## config.mk

```make
export PLATFORM = sky130hd
export DESIGN_NAME = pipeline_ctrl
export DESIGN_NICKNAME = d
export VERILOG_FILES = /design/src/rtl/pipeline_pkg.sv /design/src/rtl/pipeline_ctrl_hazard_detect.sv /design/src/rtl/pipeline_ctrl.sv
export SDC_FILE = /design/constraint.sdc
export NUM_CORES = 1
export LEC_CHECK = 0
export BUFFER_PORTS_ARGS = -buffer_cell sky130_fd_sc_hd__buf_2
export CAP_MARGIN = 20
export CORE_ASPECT_RATIO = 2
export CORE_MARGIN = 3
export CORE_UTILIZATION = 45
export DETAILED_ROUTE_END_ITERATION = 8
export PLACE_DENSITY = 0.69
export SYNTH_ARGS = -nofsm -noshare
export SYNTH_HDL_FRONTEND = slang
export SYNTH_SLANG_ARGS = --single-unit
```

## constraint.sdc

```tcl
create_clock -name clk -period 5.08 [get_ports clk]
set_input_delay 0.254 -clock clk [delete_from_list [all_inputs] [get_ports clk]]
set_output_delay 0.254 -clock clk [all_outputs]
set_load 0.01 [all_outputs]
```

## src/rtl/pipeline_pkg.sv

```systemverilog
// Shared definitions for the pipeline hazard/stall controller: FSM encoding
// and default timeout limit.
package pipeline_pkg;

  typedef enum logic [1:0] {
    ST_RUN      = 2'd0,
    ST_MEM_WAIT = 2'd1,
    ST_ERROR    = 2'd2
  } state_e;

  localparam int WAIT_LIMIT_DEFAULT = 255;
  localparam int WAIT_CNT_W         = 8;

endpackage

```

## src/rtl/pipeline_ctrl_hazard_detect.sv

```systemverilog
// Load-use hazard detector: a load in EX whose destination feeds the ID
// instruction. Register x0 never creates a dependency.
module hazard_detect (
  input  logic [4:0] rs1_ID,
  input  logic [4:0] rs2_ID,
  input  logic       uses_rs2_ID,
  input  logic [4:0] rd_EX,
  input  logic       memread_EX,
  output logic       load_use
);

  assign load_use = memread_EX && (rd_EX != 5'd0) &&
                    ((rd_EX == rs1_ID) || (uses_rs2_ID && (rd_EX == rs2_ID)));

endmodule

```

## src/rtl/pipeline_ctrl.sv

```systemverilog
// Pipeline control: load-use stalls, branch flushes, data-memory wait FSM
// with timeout, and saturating stall/flush performance counters.
module pipeline_ctrl
  import pipeline_pkg::*;
#(
  parameter int WAIT_LIMIT = WAIT_LIMIT_DEFAULT,
  parameter int CNT_W      = 16
) (
  input  logic             clk,
  input  logic             rst_n,
  input  logic [4:0]       rs1_ID,
  input  logic [4:0]       rs2_ID,
  input  logic             uses_rs2_ID,
  input  logic [4:0]       rd_EX,
  input  logic             memread_EX,
  input  logic             branch_taken_EX,
  input  logic             dmem_req_MEM,
  input  logic             dmem_ready,
  output logic             pc_write,
  output logic             ifid_write,
  output logic             idex_write,
  output logic             ifid_flush,
  output logic             idex_flush,
  output logic             memwb_flush,
  output logic             exmem_hold,
  output logic [1:0]       state,
  output logic             err,
  output logic [CNT_W-1:0] stall_cnt,
  output logic [CNT_W-1:0] flush_cnt
);

  localparam logic [WAIT_CNT_W-1:0] WAIT_LIM = WAIT_CNT_W'(WAIT_LIMIT);

  state_e                state_q, state_d;
  logic [WAIT_CNT_W-1:0] wait_cnt_q, wait_cnt_d;
  logic                  err_q, err_d;
  logic [CNT_W-1:0]      stall_cnt_q, stall_cnt_d;
  logic [CNT_W-1:0]      flush_cnt_q, flush_cnt_d;

  logic load_use;
  logic mem_stall;
  logic run_eval;

  function automatic logic [CNT_W-1:0] sat_inc(input logic [CNT_W-1:0] v);
    return (&v) ? v : v + CNT_W'(1);
  endfunction

  hazard_detect u_hazard (
    .rs1_ID      (rs1_ID),
    .rs2_ID      (rs2_ID),
    .uses_rs2_ID (uses_rs2_ID),
    .rd_EX       (rd_EX),
    .memread_EX  (memread_EX),
    .load_use    (load_use)
  );

  always_comb begin
    state_d     = state_q;
    wait_cnt_d  = wait_cnt_q;
    err_d       = err_q;
    stall_cnt_d = stall_cnt_q;
    flush_cnt_d = flush_cnt_q;
    mem_stall   = 1'b0;
    run_eval    = 1'b0;

    case (state_q)
      ST_RUN: begin
        if (dmem_req_MEM && !dmem_ready) begin
          mem_stall  = 1'b1;
          state_d    = ST_MEM_WAIT;
          wait_cnt_d = '0;
        end else begin
          run_eval = 1'b1;
        end
      end
      ST_MEM_WAIT: begin
        if (!dmem_ready) begin
          mem_stall = 1'b1;
          if (wait_cnt_q == WAIT_LIM) begin
            state_d = ST_ERROR;
            err_d   = 1'b1;
          end else begin
            wait_cnt_d = wait_cnt_q + WAIT_CNT_W'(1);
          end
        end else begin
          // Access completes: this cycle behaves exactly like RUN
          state_d  = ST_RUN;
          run_eval = 1'b1;
        end
      end
      ST_ERROR: mem_stall = 1'b1;
      default:  state_d   = ST_RUN;
    endcase

    pc_write    = 1'b1;
    ifid_write  = 1'b1;
    idex_write  = 1'b1;
    ifid_flush  = 1'b0;
    idex_flush  = 1'b0;
    memwb_flush = 1'b0;
    exmem_hold  = 1'b0;

    if (mem_stall) begin
      pc_write    = 1'b0;
      ifid_write  = 1'b0;
      idex_write  = 1'b0;
      exmem_hold  = 1'b1;
      memwb_flush = 1'b1;
    end else if (run_eval && branch_taken_EX) begin
      ifid_flush  = 1'b1;
      idex_flush  = 1'b1;
      flush_cnt_d = sat_inc(flush_cnt_q);
    end else if (run_eval && load_use) begin
      pc_write   = 1'b0;
      ifid_write = 1'b0;
      idex_flush = 1'b1;
    end

    if (!pc_write && (state_q == ST_RUN || state_q == ST_MEM_WAIT))
      stall_cnt_d = sat_inc(stall_cnt_q);

    // Reset holds the pipeline frozen with bubbles in every stage register
    if (!rst_n) begin
      pc_write    = 1'b0;
      ifid_write  = 1'b0;
      idex_write  = 1'b0;
      ifid_flush  = 1'b1;
      idex_flush  = 1'b1;
      memwb_flush = 1'b1;
      exmem_hold  = 1'b0;
    end
  end

  always_ff @(posedge clk) begin
    if (!rst_n) begin
      state_q     <= ST_RUN;
      wait_cnt_q  <= '0;
      err_q       <= 1'b0;
      stall_cnt_q <= '0;
      flush_cnt_q <= '0;
    end else begin
      state_q     <= state_d;
      wait_cnt_q  <= wait_cnt_d;
      err_q       <= err_d;
      stall_cnt_q <= stall_cnt_d;
      flush_cnt_q <= flush_cnt_d;
    end
  end

  assign state     = state_q;
  assign err       = err_q;
  assign stall_cnt = stall_cnt_q;
  assign flush_cnt = flush_cnt_q;

endmodule

```

# == Word level (Yosys, flattened, before mapping) ==
# Cells that the tools add are included.
# word_totals
reg_bits,43
out_inout_bits,42
word_cells,73
# classes
bitwise_logic,5
n_addsub,3
n_eq_ne,9
reduce_logical,21
muxes,30
# op_table
operator,count
$add 16x1->16 const B,2
$reduce_and 16->1,2
$mux 8,3
$mux 1,20
$pmux 8 s2,1
$eq 5x5->1,2
$reduce_and 3->1,3
$add 8x1->8 const B,1
$eq 8x8->1 const B,1
$logic_and 1x1->1,7
$mux 2,3
$ne 2x2->1 const B,3
$pmux 2 s3,1
$not 1->1,5
$reduce_bool 5->1,1
$reduce_and 4->1,1
$ne 3x3->1 const B,1
$pmux 1 s3,1
$eq 2x1->1 const B,1
$eq 2x2->1 const B,1
$logic_not 1->1,2
$logic_not 2->1,1
$logic_or 1x1->1,2
$pmux 1 s2,1
other kinds (2),2

# == Longest topological paths before layout ==
# logic_depth
word_depth,11
ltp_mapped,9

# == Hierarchy ==
# From an unflattened synthesis, not the netlist that was laid out.
# unflattened
hier_cells,286
area_unflattened_um2,2473.6
# modules_own_cells
module,instances,area_each_um2,cells_each,seq_area_each_um2
pipeline_ctrl,1,2341.0,269,860.8
hazard_detect,1,132.6,17,0.0

# == Worst setup path before layout ==
# No wires, ideal clock.
# synth_timing
kind,register to register
start,"reg stall_cnt_q[0], in the netlist stall_cnt[0]"
end,"reg stall_cnt_q[1], in the netlist stall_cnt[1]"
slack_ns,3.165
required_ns,4.952
setup_time_ns,0.128
arrival_time_ns,1.788
stages_incl_launch_ff,10
period_less_slack_ns,1.915
n_path_buf,2
path_cell_list,dfxtp_1 > ha_1 > inv_1 > nor4_2 > a211oi_1 > a21oi_1 > buf_2 > buf_6 > mux2i_1 > nor2_1
# synth_between
elab_chain_cells,3
elab_cells_between_ends,4
cone_classes,add/sub: 1; bitwise: 1; reduce/logical: 2
# synth_lines
item,line_no,rtl
start: declaration,pipeline_ctrl.sv:37,"logic [CNT_W-1:0] stall_cnt_q, stall_cnt_d;"
start signal: assignment,pipeline_ctrl.sv:145,stall_cnt_q <= stall_cnt_d;
branches (longest 3 deep; another with $add 16x1->16),n/a,
# Parallel ways; which one is timed is not known.
# A chain may end at the register's enable or synchronous reset.

# == Worst setup path in the final report ==
# Same ends and word-level chain as after synthesis.

==> out/results.tsv <==
stage	metric	value	unit
logic_synthesis	ys_ff_latch	43	
clock_tree	cts_tree	yes	
timing	setup_ws	3080	ps
worst_setup_path	r2r_cells	8	
logic_synthesis	synth-seq-area-share	38.2	%
die	fp.dieW	56.1	um
layout	multi_input_area	0.00131	mm2
layout	layout_common_cells	buf_2 (63), dfxtp_1 (43), nor2_1 (37)	
logic_synthesis	synth_cell_types	42	
layout	fillers	468	
clock_tree	cts_buffers	5	
worst_setup_path	start_kind	register	
detailed_routing	avgRoutedWirePerCell	13.4	um
logic_synthesis	syn_area	0.00226	mm2
layout	drive_gt1_share	25.4	%
layout	num-nets-final	358	
layout	antenna_cells	0	
place	io_buffers	63	
logic_synthesis	ys_async_sr_fraction	0	%
detailed_routing	post-route-drc-count	0	
timing	finalHoldViolCount	0	
logic_synthesis	ys.flop_type	dfxtp_1	
clock_tree	post_cts_resize_count	0	
timing	final-setup-viol-count	0	
place	dp.cells	381	
die	coreArea	0.00473	mm2
clock_tree	clkSlewWorstSetupHoldPaths	80	ps
timing	slew_headroom	68.2	%
clock_tree	post_cts_buffers	0	
power_and_ir_drop	vdd_ir_drop_max	0.000253	V
hold_path	hp-start	rst_n	
clock_tree	cts.htree.levels	2	
clock_tree	cts-root-buf	clkbuf_8	
layout	final_common_cell	buf_2	
logic_synthesis	syn_area_per_cell	8.32	um2
detailed_routing	dr.pass1.iters	5	
clock_tree	clockBufferDepth	2	
hold_path	min_path_type	primary input to register	
timing	worst_pin_slew	473	ps
hold_path	hold_end	state[1]	
global_route	grt_first_pass_wirelength	8830	um
timing	timing.final.crit_share	39.4	%
die	initial_utilization	47.7	%
place	dp_hpwl	4100	um
logic_synthesis	synth_edf_count	0	
worst_setup_path	crit_arrival	2170	ps
timing	slew_violations	0	
die	rows	35	
place	place_congestion	0.854	
logic_synthesis	synth_nets	296	
worst_setup_path	rr_endpoint	stall_cnt[1]	
power_and_ir_drop	power_per_cell_area	238	mW/mm2
die	die_h	106	um
global_route	antenna_found_initial	0	
detailed_routing	vias	2169	
layout	seqCellArea	861	um2
die	die-area	0.00595	mm2
detailed_routing	routed_wirelength	5230	um
global_route	grt_pass1_vias	2013	
layout	syn_to_final_growth	19.8	%
global_route	overflow	0	
layout	instances_no_fill	389	
worst_setup_path	end_kind	register	
clock_tree	cts.sinks	43	
worst_setup_path	r2r_slack	3080	ps
logic_synthesis	synth_cells	271	
timing	finalCriticalPeriod	2000	ps
hold_path	whs_path_depth	2	
timing	skew	2.55	ps
power_and_ir_drop	p_leak	0.00108	uW
run	cap_violations	0	
clock_tree	clk_latency	290	ps
timing	max_freq	499	MHz
clock_tree	postCtsHoldBufs	0	
detailed_routing	ant_nets	0	
timing	rsz0062_at_grt	false	
outcome	status	finished clean	
detailed_routing	drt_iter0_drc	46	
detailed_routing	detail_route.vias_per_cell	5.58	
die	pin_count	64	
worst_setup_path	crit_type	register to register	
global_route	grt_usage	18.2	%
place	post-place-ws	3080	ps
timing	timing.setup.tns	0	ps
worst_setup_path	regToRegStartpoint	stall_cnt[0]	
logic_synthesis	yosysWarnings	0	
global_route	grt_max_degree	25	
worst_setup_path	path_max_fanout	20	
worst_setup_path	cp.required	5250	ps
Yosys cell counts, drive strengths merged, types with 2 or more instances:
library cell | n | share of area, %
nand2 | 19 | 3.2
and4 | 5 | 1.9
a211o | 2 | 1.2
o21ai | 15 | 3.3
and3 | 3 | 0.83
buf | 6 | 1.7
nor3 | 7 | 2.2
nand3 | 17 | 3.8
nand4 | 12 | 3.6
nand2b | 2 | 0.55
or3 | 15 | 4.2
dfxtp | 43 | 38
clkbuf | 4 | 0.67
nor2 | 37 | 6.2
o21a | 3 | 1.0
xnor2 | 18 | 7.0
xor2 | 12 | 4.7
a21oi | 20 | 4.6
ha | 3 | 1.7
a211oi | 2 | 0.89
inv | 8 | 1.3
mux2i | 3 | 1.3
and2 | 2 | 0.55
nor4 | 5 | 2.5
state kept, by name, summed over array words and instances (netlist names):
name        cells
state           2
stall_cnt      16
wait_cnt_q      8
flush_cnt      16
err             1
worst max-delay path, cell delays in order (launching register included):
cell      delay (ps)
dfxtp_1          380
ha_1             230
inv_1             90
nor4_2           390
a21boi_0         150
a21oi_1          140
buf_4            240
mux2i_1          210
nor2_1            50
layer usage:
layer  vias to the layer above  share of wire, %  GRT usage (%)
met5                         -                 0              0
met1                      1023                38           18.6
met2                        58                56           35.1
met4                         0               1.5           6.62
met3                         7               4.4           3.52
li1                       1081                 -              -
cell type report:
type                    count  share of cell area [%]
well taps                  55                    2.55
inverters                   8                    1.11
repair buffers             65                    12.2
multi-input cells         210                    48.6
clock buffers               8                    3.70
flip-flops and latches     43                    31.9
stage by stage:
step	power, uW	hold slack [ps]	utilization [%]	area [um2]
global route	674	275	57.1	2700
global placement	416	456	55.0	2600
detailed placement	417	466	55.0	2600
floorplan	394	372	-	2260
CTS	656	259	57.1	2700
finish	644	264	57.1	2700
power by group:
| group | internal, uW | total, uW | leakage, uW | switching (uW) |
|---|---|---|---|---|
| logic | 28.0 | 64.6 | 0.000682 | 36.6 |
| registers | 340 | 344 | 0.000347 | 3.82 |
| clock network | 124 | 236 | 0.0000515 | 112 |
| total | 492 | 644 | 0.00108 | 152 |
kinds of logic after synthesis:
kind of cell               Yosys count  share of synthesized area (%)
DFF                                 43                           38.2
xor gates and xnor gates            30                           11.6
muxes                                3                           1.33
and+or+nand+nor                    126                           30.2
AOI/OAI and AO/OA                   48                           13.4
adders and majority gates            3                           1.66
buffers and inverters               18                           3.66
how the worst max path moves through the flow:
stage	start	endpoint	slack, ps	cells past startpoint
2_1_floorplan	stall_cnt[0]	stall_cnt[1]	3160	9
3_3_place_gp	stall_cnt[0]	stall_cnt[1]	3120	8
3_5_place_dp	stall_cnt[0]	stall_cnt[1]	3080	8
4_1_cts	stall_cnt[0]	stall_cnt[1]	3060	8
5_1_grt	stall_cnt[0]	stall_cnt[1]	2880	8
6_report	stall_cnt[0]	stall_cnt[1]	3080	8
Power figures use the tool's default switching activity.
